--- src/rtl/fp_pkg.sv ---
// fp_pkg: binary32 field widths, special encodings and the unpacked operand view.
package fp_pkg;
    localparam int EXP_W = 8;
    localparam int FRAC_W = 23;
    localparam int BIAS = 127;
    localparam logic [31:0] QNAN = 32'h7FC00000;
    localparam logic [31:0] POS_INF = 32'h7F800000;
    typedef struct packed {
        logic sign;
        logic [EXP_W-1:0] exp;
        logic [FRAC_W-1:0] frac;
    } fp32_t;
endpackage

--- src/rtl/fp_lzc_shift.sv ---
// fp_lzc_shift: 27-bit leading-zero count and left-justifying shift.
module fp_lzc_shift (
    input  logic [26:0] in,
    output logic [4:0]  count,
    output logic [26:0] shifted
);
    always_comb begin
        count = 5'd27;
        for (int i = 0; i < 27; i++)
            if (in[i]) count = 5'(26 - i);
        shifted = in << count;
    end
endmodule

--- src/rtl/fpadd_single.sv ---
// fpadd_single: two-stage binary32 adder, round-to-nearest-even, flush-to-zero.
module fpadd_single
    import fp_pkg::*;
(
    input  logic        clk,
    input  logic        reset,
    input  logic [31:0] reg_A,
    input  logic [31:0] reg_B,
    output logic [31:0] out
);
    logic [31:0] A_r, B_r, res;
    fp32_t a, b, l, s;
    logic a_nan, b_nan, a_inf, b_inf, a_zero, b_zero, sub, up;
    logic [7:0] d;
    logic [25:0] ext_s, ones, shifted;
    logic sticky;
    logic [26:0] l27, s27, n, sh;
    logic [27:0] sum;
    logic [4:0] lz;
    logic [24:0] m;
    logic [9:0] e, er;
    logic [22:0] frac;
    assign a = A_r;
    assign b = B_r;
    assign a_nan = &a.exp && |a.frac;
    assign b_nan = &b.exp && |b.frac;
    assign a_inf = &a.exp && ~|a.frac;
    assign b_inf = &b.exp && ~|b.frac;
    assign a_zero = ~|a.exp;
    assign b_zero = ~|b.exp;
    fp_lzc_shift norm (.in(sum[26:0]), .count(lz), .shifted(sh));
    always_comb begin
        l = A_r[30:0] >= B_r[30:0] ? a : b;
        s = A_r[30:0] >= B_r[30:0] ? b : a;
        sub = a.sign ^ b.sign;
        d = l.exp - s.exp;
        ext_s = {1'b1, s.frac, 2'b00};
        ones = '1;
        shifted = d >= 8'd26 ? 26'd0 : ext_s >> d;
        sticky = d >= 8'd26 ? 1'b1 : |(ext_s & ~(ones << d));
        s27 = {shifted, sticky};
        l27 = {1'b1, l.frac, 3'b000};
        sum = sub ? {1'b0, l27} - {1'b0, s27} : {1'b0, l27} + {1'b0, s27};
        // carry-out folds the dropped bit into sticky; otherwise left-justify
        n = sum[27] ? {sum[27:2], |sum[1:0]} : sh;
        e = sum[27] ? {2'b00, l.exp} + 10'd1 : {2'b00, l.exp} - {5'd0, lz};
        up = n[2] & (n[1] | n[0] | n[3]);
        m = {1'b0, n[26:3]} + {24'd0, up};
        er = m[24] ? e + 10'd1 : e;
        frac = m[24] ? m[23:1] : m[22:0];
        res = ~|sum ? 32'd0 :
              (!er[9] && er >= 10'd255) ? {l.sign, POS_INF[30:0]} :
              (er[9] || er == 10'd0) ? {l.sign, 31'd0} :
              {l.sign, er[7:0], frac};
        res = (a_nan || b_nan || (a_inf && b_inf && sub)) ? QNAN :
              a_inf ? A_r :
              b_inf ? B_r :
              (a_zero && b_zero) ? {a.sign & b.sign, 31'd0} :
              a_zero ? B_r :
              b_zero ? A_r : res;
    end
    always_ff @(posedge clk)
        if (reset) begin
            A_r <= '0;
            B_r <= '0;
            out <= '0;
        end else begin
            A_r <= reg_A;
            B_r <= reg_B;
            out <= res;
        end
endmodule

--- config.mk ---
export PLATFORM = sky130hd
export DESIGN_NAME = fpadd_single
export DESIGN_NICKNAME = d
export VERILOG_FILES = /design/src/rtl/fp_pkg.sv /design/src/rtl/fp_lzc_shift.sv /design/src/rtl/fpadd_single.sv
export SDC_FILE = /design/constraint.sdc
export NUM_CORES = 1
export LEC_CHECK = 0
export CELL_PAD_IN_SITES_DETAIL_PLACEMENT = 1
export CELL_PAD_IN_SITES_GLOBAL_PLACEMENT = 2
export CORE_UTILIZATION = 36
export CTS_BUF_LIST = sky130_fd_sc_hd__clkbuf_4 sky130_fd_sc_hd__clkbuf_8
export DETAILED_ROUTE_END_ITERATION = 8
export GPL_ROUTABILITY_DRIVEN = 0
export PLACE_DENSITY_LB_ADDON = 0.1
export SETUP_SLACK_MARGIN = 0.05
export SYNTH_ARGS = -nofsm -noshare
export SYNTH_HDL_FRONTEND = slang
export SYNTH_HIERARCHICAL = 1
export SYNTH_SLANG_ARGS = --single-unit
--- constraint.sdc ---
create_clock -name clk -period 14.6 [get_ports clk]
set_clock_uncertainty 0.05 [all_clocks]
set_input_delay 3.65 -clock clk [delete_from_list [all_inputs] [get_ports clk]]
set_output_delay 3.65 -clock clk [all_outputs]
set_load 0.05 [all_outputs]
### After elaboration in Yosys (flattened, before gate mapping)

Cells that the tools add are included.

* flip-flop bits (word level): 96
* bits of input ports: 66
* logic and storage cells: 96

* $add $sub $neg: 7
* magnitude comparators: 3
* shifts and indexed selects: 3
* multiplexer cells: 45
* bitwise operators: 7
* reductions and logical operators: 27

Operator list (count)
* 32-bit two-way mux: 7
* 31-bit two-way mux: 4
* 5-bit two-way mux: 16
* 23-bit OR reduction: 2
* 4-bit two-way mux: 8
* 31-bit >= comparator: 1
* 27-bit by 27-bit adder with 28-bit output: 1
* 28-bit two-way mux: 1
* 28-bit OR reduction: 1
* 27-bit by 27-bit subtractor with 28-bit output: 1
* 27-bit two-way mux: 1
* 27-bit by 5-bit << shifter with 27-bit output: 1
* 26-bit bitwise AND: 1
* 26-bit two-way mux: 1
* 26-bit inverter: 1
* 26-bit OR reduction: 1
* 26-bit by 8-bit << shifter with 26-bit output (first input constant): 1
* 26-bit by 8-bit >> shifter with 26-bit output: 1
* 24-bit by 1-bit adder with 25-bit output: 1
* 23-bit two-way mux: 1
* 10-bit two-way mux: 2
* 8-bit AND reduction: 2
* 8-bit OR reduction: 2
* 10-bit by 1-bit adder with 10-bit output (second input constant): 1
* other kinds (15): 33

### Logic depth before layout (Yosys ltp)

Gate-level depths: netlist of the first run.

* depth after elaboration: 55
* mapped depth: 67
* gate-level depth less buffers: 59

### By module

Netlist of the first run, hierarchy kept.

By module, submodules not included
* fpadd_single: instances 1, cells an instance 1747, area each 12534.5 um^2, seq. area each 1921.8 um^2
* fp_lzc_shift: instances 1, cells an instance 244, area each 1606.5 um^2, seq. area each 0.0 um^2

### Worst setup path after synthesis of the first run

OpenSTA, ideal clock, no wires.

* kind: register to register
* from: register B_r[28]
* to: register out[7]
* data arrival time: 12.126 ns
* setup slack: 2.305 ns
* stages on the path, launching flop included: 61
* clock period less this slack: 12.295 ns
* path through: dfxtp_1 clkbuf_1 inv_1 ha_1 buf_2 nand4_2 nor3_4 nand2_2 a21o_1 a211oi_2 nor2_1 ha_1 clkbuf_1 clkbuf_1 clkbuf_1 clkbuf_1 o21ai_0 o21ai_0 (+25 left out) clkbuf_1 inv_1 ha_1 nor2b_1 o21ai_0 nand2b_1 a21oi_1 nand2_1 mux2i_1 xor2_1 nor4_1 xor2_1 or4_1 a221o_1 o211ai_4 buf_6 o21ai_1 nor3b_1

* elaborated cells on any way between the ends: 80

RTL lines
* start: declaration: line fpadd_single.sv:11 `logic [31:0] A_r, B_r, res;`
* start signal: assignment: line fpadd_single.sv:69 `B_r <= reg_B;`
* 31-bit >= comparator: line fpadd_single.sv:33, fpadd_single.sv:34
* 32-bit two-way mux / 31-bit two-way mux (equally long branches): line fpadd_single.sv:33, fpadd_single.sv:34
* 8-bit subtractor: line fpadd_single.sv:36 `d = l.exp - s.exp;`
* 26-bit by 8-bit << shifter with 26-bit output: line fpadd_single.sv:40 `sticky = d >= 8'd26 ? 1'b1 : |(ext_s & ~(ones << d));`
* 26-bit inverter: line fpadd_single.sv:40
* 26-bit bitwise AND: line fpadd_single.sv:40
* 26-bit OR reduction: line fpadd_single.sv:40
* 1-bit two-way mux: line fpadd_single.sv:40
* (+2 left out)
* net sum[26]: line fpadd_single.sv:18 `logic [27:0] sum;`
* (+1 left out)
* net lz[2]: line fpadd_single.sv:19 `logic [4:0] lz;`
* branches (longest 10 deep; another with 24-bit by 1-bit adder with 25-bit output)
* 31-bit two-way mux *: line fpadd_single.sv:52 `(!er[9] && er >= 10'd255) ? {l.sign, POS_INF[30:0]} :`
* 32-bit two-way mux *: line fpadd_single.sv:51 `res = ~|sum ? 32'd0 :`
* 32-bit two-way mux *: line fpadd_single.sv:60 `b_zero ? A_r : res;`
* 32-bit two-way mux *: line fpadd_single.sv:59 `a_zero ? B_r :`
* 32-bit two-way mux *: line fpadd_single.sv:58 `(a_zero && b_zero) ? {a.sign & b.sign, 31'd0} :`
* 32-bit two-way mux *: line fpadd_single.sv:57 `b_inf ? B_r :`
* 32-bit two-way mux *: line fpadd_single.sv:56 `a_inf ? A_r :`
* end signal: assignment: line fpadd_single.sv:70 `out <= res;`
* end: declaration: line fpadd_single.sv:9 `output logic [31:0] out`

Mark *: on every way through the listed nets, which the timed path passes.
A chain may end at the register's enable or synchronous reset.

### Worst setup path after layout of the first run

* from: register B_r[8]
* to: register out[2]

* elaborated cells on any way between the ends: 78

RTL lines
* 31-bit >= comparator: line fpadd_single.sv:33, fpadd_single.sv:34
* 32-bit two-way mux / 31-bit two-way mux (equally long branches): line fpadd_single.sv:33, fpadd_single.sv:34
* 8-bit subtractor: line fpadd_single.sv:36
* 26-bit by 8-bit << shifter with 26-bit output: line fpadd_single.sv:40
* 26-bit inverter: line fpadd_single.sv:40
* 26-bit bitwise AND: line fpadd_single.sv:40
* 26-bit OR reduction: line fpadd_single.sv:40
* 1-bit two-way mux: line fpadd_single.sv:40
* (+2 left out)
* net sum[25]: line fpadd_single.sv:18
* (+2 left out)
* net lz[1]: line fpadd_single.sv:19
* (+1 left out)
* net sh[13]: line fpadd_single.sv:17 `logic [26:0] l27, s27, n, sh;`
* (+2 left out)
* branches (longest 4 deep; another with 10-bit by 8-bit >= comparator with 1-bit output)
* 31-bit two-way mux *: line fpadd_single.sv:52
* 32-bit two-way mux *: line fpadd_single.sv:51
* 32-bit two-way mux *: line fpadd_single.sv:60
* 32-bit two-way mux *: line fpadd_single.sv:59
* 32-bit two-way mux *: line fpadd_single.sv:58
* 32-bit two-way mux *: line fpadd_single.sv:57
* 32-bit two-way mux *: line fpadd_single.sv:56

Marked as above.

==> results of run 1 <==
power by group:
group          internal (mW)  switching, mW  leakage (nW)
clock network         0.0871          0.106         0.100
registers              0.299         0.0410         0.798
logic                  0.563           1.11          5.55
total                  0.949           1.26          6.45
critical path: cells and delay by family (launching register included):
kind	cells	cell delay, ps
AOI/OAI and AO/OA	27	7280
and+or+nand+nor	14	3140
adders and majority gates	3	990
buffers and inverters	5	790
DFF	1	630
muxes	1	550
xor gates and xnor gates	1	250
registers in the layout, summed over array words and instances (netlist names):
signal and flops:
out 32, A_r 32, B_r 32
cell usage after synthesis (8+ instances only):
cell type | instances | share of area [%]
and3_1 | 12 | 0.53
o31a_1 | 13 | 0.81
a21o_1 | 27 | 1.4
o22ai_1 | 18 | 0.80
mux2_2 | 15 | 1.2
dfxtp_1 | 96 | 14
o21bai_1 | 14 | 0.74
a211oi_1 | 42 | 2.2
buf_1 | 12 | 0.32
a31oi_1 | 24 | 1.1
xnor2_1 | 36 | 2.2
clkbuf_1 | 74 | 2.0
o221ai_1 | 8 | 0.50
nor2b_1 | 77 | 3.4
or3_1 | 21 | 0.93
o21ai_0 | 113 | 4.0
o31ai_1 | 13 | 0.69
and2_1 | 19 | 0.84
inv_1 | 121 | 3.2
nand2_1 | 203 | 5.4
o21ai_1 | 14 | 0.50
nor2_1 | 175 | 4.6
mux2i_1 | 88 | 6.2
nand3_1 | 52 | 1.8
a221o_1 | 8 | 0.57
a221oi_1 | 19 | 1.2
buf_2 | 12 | 0.42
a22oi_1 | 17 | 0.90
o211ai_1 | 23 | 1.2
nor4_1 | 38 | 1.7
xor2_1 | 25 | 1.5
o21a_1 | 8 | 0.42
mux4_2 | 13 | 2.1
nand4_1 | 34 | 1.5
nand2b_1 | 25 | 1.1
a211o_1 | 12 | 0.74
a21oi_1 | 172 | 6.1
ha_1 | 90 | 8.0
nor3_1 | 49 | 1.7
what timing repair did:
item	CTS	global route
setup buffers	0	3
resized for setup	0	13
endpoints found under the setup margin	0	31
worst paths after layout:
check	from	to	slack (ps)	cells past startpoint
setup / recovery	B_r[8]	out[2]	750	51
hold / removal	A_r[31]	out[31]	510	2
setup reg to reg	B_r[8]	out[2]	750	51
hold reg to reg	A_r[31]	out[31]	510	2
cell families (layout without fill, tap and decap cells):
kind of cell / after synthesis / after routing
and+or+nand+nor: 747 / 747
AOI/OAI and AO/OA: 643 / 643
buffers and inverters: 234 / 297
muxes: 118 / 118
DFF: 96 / 96
adders and majority gates: 92 / 92
xor gates and xnor gates: 61 / 61
per-stage QoR:
stage	cell area (µm²)	hold slack [ps]
after floorplan	14140	397.9
after global placement	15690	488.4
after detailed placement	15690	498.8
after CTS	15900	500.8
after global routing	15970	533.9
final	15970	507.9
layout make-up:
cell class | instances | area (µm²)
Sequential cell | 96 | 1923
Fill cell | 4912 | 22760
Timing Repair Buffer | 155 | 1405
Inverter | 126 | 494.2
Clock buffer | 11 | 145.1
Clock inverter | 5 | 62.56
Tap cell | 518 | 648.1
Multi-Input combinational cell | 1661 | 11290
per-layer routing:
layer / global-route usage [%] / vias up / wire (µm) / part of all wire [%]
met5: 0 / - / 0 / 0
met2: 53.31 / 639 / 30860 / 45
met4: 11.79 / 0 / 2477 / 3.6
met1: 45.01 / 8089 / 30820 / 45
li1: - / 7495 / - / -
met3: 3.775 / 128 / 4082 / 6.0
==> impl_results.md, run 1 <==
- Row count: 72
- Maximum VDD drop: 0.00006434 V
- RSZ-0062 raised after global routing: false
- Status: complete, no violations
- Port Buf Inserts: 97
- Hold-fix buffer count after cts: 0
- Routed wire length per instance: 26.53 µm
- Placeable Area: 38740 µm²
- Post-synth cell types: 112
- Slew margin rel.: 27.93%
- Max FO, Critical Path: 18
- Sequential share of the synthesized area: 13.59%
- Least-Margin Pin Slew: 1070 ps
- Top FF cell, synth: dfxtp_1
- Die H: 200.2 µm
- Arr. time, crit path: 14060 ps
- First-pass DRT Iterations: 5
- Fin crit period: 13850 ps
- Worst path required time: 14800 ps
- FMAX: 72.18 MHz
- Post-layout util: 41.23%
- DRC: 0
- CP Launch Type: flip-flop
- Crit. End Element: flip-flop
- Routed Antenna Nets: 0
- Skew-Pair Late Insertion Delay: 410 ps
- Most common cell after layout, fill and taps aside: nand2_1
- Nets: 2207
- Max Root-Sink Buffers: 2
- Largest family of logic cells by synthesized area: compound AO/OA/AOI/OAI gates
- Fraction of layout cells with a size suffix above 1: 8.228%
- XOR/XNOR Fraction of Synth Area: 3.778%
- Synth warn: 6
- Setup WS post-layout: 745.2 ps
- Vias in the first global route: 16.30k
- Post-synth EDFFs: 0
- Max stage delay cell, worst path: dfxtp_1
- Tot Pwr: 2.205 mW
- First-pass GRT wire length: 102500 µm
- GR Overflow Total: 0
- Fin crit share: 94.90%
- Most frequent cells in the layout: nand2_1, nor2_1, a21oi_1, inv_1, o21ai_0
- Die Width: 200.2 µm
- Area Growth Syn to Fin: 12.95%
- Clk slew on worst S/H paths: 110 ps
- Min-delay worst type: flip-flop to flip-flop
- Final wirelength: 68240 µm
- Async S/R FF share, synth: 0%
- Post-detail-place hpwl: 54370 µm
- Synth Register Bits: 96
- CTS tree: built
- Final Hold Fails: 0
- Die Outline Area: 40080 µm²
- Clock sink count: 96
- Post-synthesis compound-gate area fraction: 31.46%
- Ports: 98
- Setup Viol. Count Final: 0
- Via count: 16.35k
- Placed cell count: 2553
- Synth Cell Area: 14140 µm²
- # diodes: 0
- Post-Synth Adder-Cell Area: 8.246%
- Initial core utilization: 36.51%
- Post-Layout Cell Count: 2572
- CTS root buf: clkbuf_8
- Dpl ws: 644.4 ps
- Initial antenna violation count: 0
- Simple-gate area share of the yosys netlist: 26.37%
- Gate Count Post-Synth: 1991
- 1st-iter DRT viols: 1471
- Vias/cell: 6.357
- Synth Net Count: 2149
- Critical path's most frequent cell: a21oi_1
- Slew Limit Fails: 0
- Setup tns final: 0 ps
- CP max stage delay: 630 ps
- Leakage: 6.448 nW
- Synthesized area per cell: 7.102 µm²
- Critical path class: flip-flop to flip-flop
- H-tree levels: 3
- Largest net degree at the start of global routing: 76
- Max cap viols: 0
- All-layer global routing usage: 32.98%
- PwrDens: 138.1 nW/µm²
- Num CTS Buffers: 9
- Mux contribution to synthesized area: 9.680%
Power figures use the tool's default switching activity.
==> run 2, diff against run 1 <==
--- a/config.mk
+++ b/config.mk
@@ -11,7 +11,7 @@
 export CTS_BUF_LIST = sky130_fd_sc_hd__clkbuf_4 sky130_fd_sc_hd__clkbuf_8
 export DETAILED_ROUTE_END_ITERATION = 8
 export GPL_ROUTABILITY_DRIVEN = 0
-export PLACE_DENSITY_LB_ADDON = 0.1
+export PLACE_DENSITY = 0.84
 export SETUP_SLACK_MARGIN = 0.05
 export SYNTH_ARGS = -nofsm -noshare
 export SYNTH_HDL_FRONTEND = slang
==> run 2 against run 1 <==
- clock power is 8% higher
- flip-flop and latch count unchanged
- setup slack improved by 2.1 ps
- final area is essentially flat
- sequential share of layout area hardly changed
- highest routed layer unchanged
==> impl_results.md, run 2 (same netlist as run 1, synthesis figures left out) <==
- Slew Limit Fails: 0
- Row count: 72
- Leakage: 6.444 nW
- Layout Cell Area excl Fill: 15970 µm²
- Reg area: 1926 µm²
- Combinational share of power: 75.0%
- Die Outline Area: 40080 µm²
- 1st-iter DRT viols: 1478
- Least-Margin Pin Slew: 1354 ps
- Sw Ratio: 56.36%
- Most common cell after layout, fill and taps aside: nand2_1
- Critical path's most frequent cell: o21ai_0
- Max FO, Critical Path: 26
- Power share of the sequential group: 15.5%
- Reg-to-Reg Start: B_r[28]
- Post-detail-place hpwl: 51830 µm
- Post-Layout Cell Count: 2565
- Worst path required time: 14810 ps
- Routed wire length per instance: 25.44 µm
- Initial core utilization: 36.51%
- Hold path endpoint: out[31]
- First-pass GRT wire length: 98920 µm
- Setup Viol. Count Final: 0
- Routed Antenna Nets: 0
- CP max stage delay: 650 ps
- Slew margin rel.: 8.785%
- Area Growth Syn to Fin: 12.93%
- Vias/cell: 6.419
- Fraction of layout cells with a size suffix above 1: 8.162%
- Via count: 16.47k
- Hold path cells: 2
- Final Hold Fails: 0
- Area post-placement: 15640 µm²
- Largest net degree at the start of global routing: 76
- Reg-to-reg setup timing slack: 750 ps
- Multi-input gate area: 11330 µm²
- Die H: 200.2 µm
- Min-delay worst type: flip-flop to flip-flop
- Post-layout util: 41.22%
- Crit. End Element: flip-flop
- Power Internal: 954.8 µW
- Placeable Area: 38740 µm²
- Hold Startpoint: A_r[31]
- Clock power frac: 9.5%
- Clock sink count: 96
- Fin crit period: 13850 ps
- Fin crit share: 94.88%
- GR Overflow Total: 0
- PwrDens: 137.0 nW/µm²
- Filler cells: 4970
- Critical path class: flip-flop to flip-flop
- H-tree levels: 3
- Setup tns final: 0 ps
- Arr. time, crit path: 14070 ps
- Initial antenna violation count: 1
- CTS root buf: clkbuf_8
- Tot Pwr: 2.188 mW
- Skew-Pair Late Insertion Delay: 410 ps
- Max cap viols: 0
- CP delay by family, top: compound AO/OA/AOI/OAI gates
- First-pass DRT Iterations: 8
- Reg2reg path depth: 56
- R2r endpoint: out[2]
- Vias in the first global route: 16.22k
- Status: complete, no violations
- Hold-fix buffer count after cts: 0
- Ports: 98
- All-layer global routing usage: 31.42%
- DRC: 0
- Die Width: 200.2 µm
- Port Buf Inserts: 97
- Num CTS Buffers: 9
- NetSw: 1.233 mW
- Placed cell count: 2546
- CP Launch Type: flip-flop
- Maximum VDD drop: 0.00005672 V
- Nets: 2200
- Max Root-Sink Buffers: 2
- Clk slew on worst S/H paths: 110 ps
- Most frequent cells in the layout: nand2_1, nor2_1, a21oi_1, inv_1, o21ai_0
- CTS tree: built
- FMAX: 72.19 MHz
- Largest regs: A_r (32), B_r (32), out (32)
- Buffers & Inverters on Critical Path: 7
- Final wirelength: 65250 µm
- RSZ-0062 raised after global routing: false
- Max stage delay cell, worst path: or4_1
-- run 2: cell types whose count changed in the layout (fill, tap and decap cells not counted), sizes merged --
| cell | change |
|---|---|
| nor2 | +1 |
| clkinv | +2 |
| clkinvlp | -3 |
| clkbuf | -1 |
| diode | +1 |
| bufinv | +1 |
| buf | -8 |
-- run 2: cell type report --
class                      instances  area share [%]
tap                              518           4.059
antenna                            1         0.01567
inverter                         126           3.071
clock buffer                      10          0.8619
sequential                        96           12.06
timing repair buffer             147           8.423
multi-input combinational       1662           70.96
clock inverter                     5          0.5563
-- run 2: power groups by stage --
stage | Sequential [mW] | Combinational (mW) | Clock, mW
6_report | 0.338 | 1.64 | 0.208
5_1_grt | 0.340 | 1.74 | 0.220
4_1_cts | 0.336 | 1.59 | 0.211
3_5_place_dp | 0.342 | 1.58 | 0
3_3_place_gp | 0.342 | 1.56 | 0
2_1_floorplan | 0.416 | 1.00 | 0
-- run 2: worst register-to-register path, delay by kind of cell, from the launching register on --
kind	cells	cell delay, ps
adders and majority gates	4	1400
and+or+nand+nor	20	4700
DFF	1	460
AOI/OAI and AO/OA	22	4950
buffers and inverters	7	1280
muxes	1	90
xor gates and xnor gates	2	790
-- run 2: metrics by stage --
step | hold WS, ps | setup WS [ps]
3_5_place_dp | 436.2 | 637.3
4_1_cts | 438.7 | 541.4
2_1_floorplan | 397.9 | 2305
5_1_grt | 474.1 | 59.98
6_report | 443.9 | 747.3
3_3_place_gp | 437.6 | 896.8
-- run 2: worst max path at each step --
stage	from	endpoint	slack [ps]	cells after the start
after global placement	B_r[24]	out[13]	900	51
after CTS	B_r[26]	out[9]	540	50
after floorplan	B_r[28]	out[7]	2300	60
final	B_r[28]	out[2]	750	56
after global routing	B_r[28]	out[9]	60	60
after detailed placement	B_r[24]	out[16]	640	50
-- run 2: per-layer routing --
metal / vias to the layer above / global-route usage (%) / routed length [µm]
met2: 754 / 50.98 / 29490
met3: 174 / 3.352 / 4204
met1: 8065 / 42.03 / 28560
met5: - / 0 / 0
met4: 0 / 13.63 / 2996
li1: 7473 / - / -
-- run 2: repair_timing --
| action | 4_1_cts | 5_1_grt |
|---|---|---|
| setup buffers | 0 | 2 |
| setup endpoints to repair | 0 | 31 |
| resized for setup | 0 | 21 |
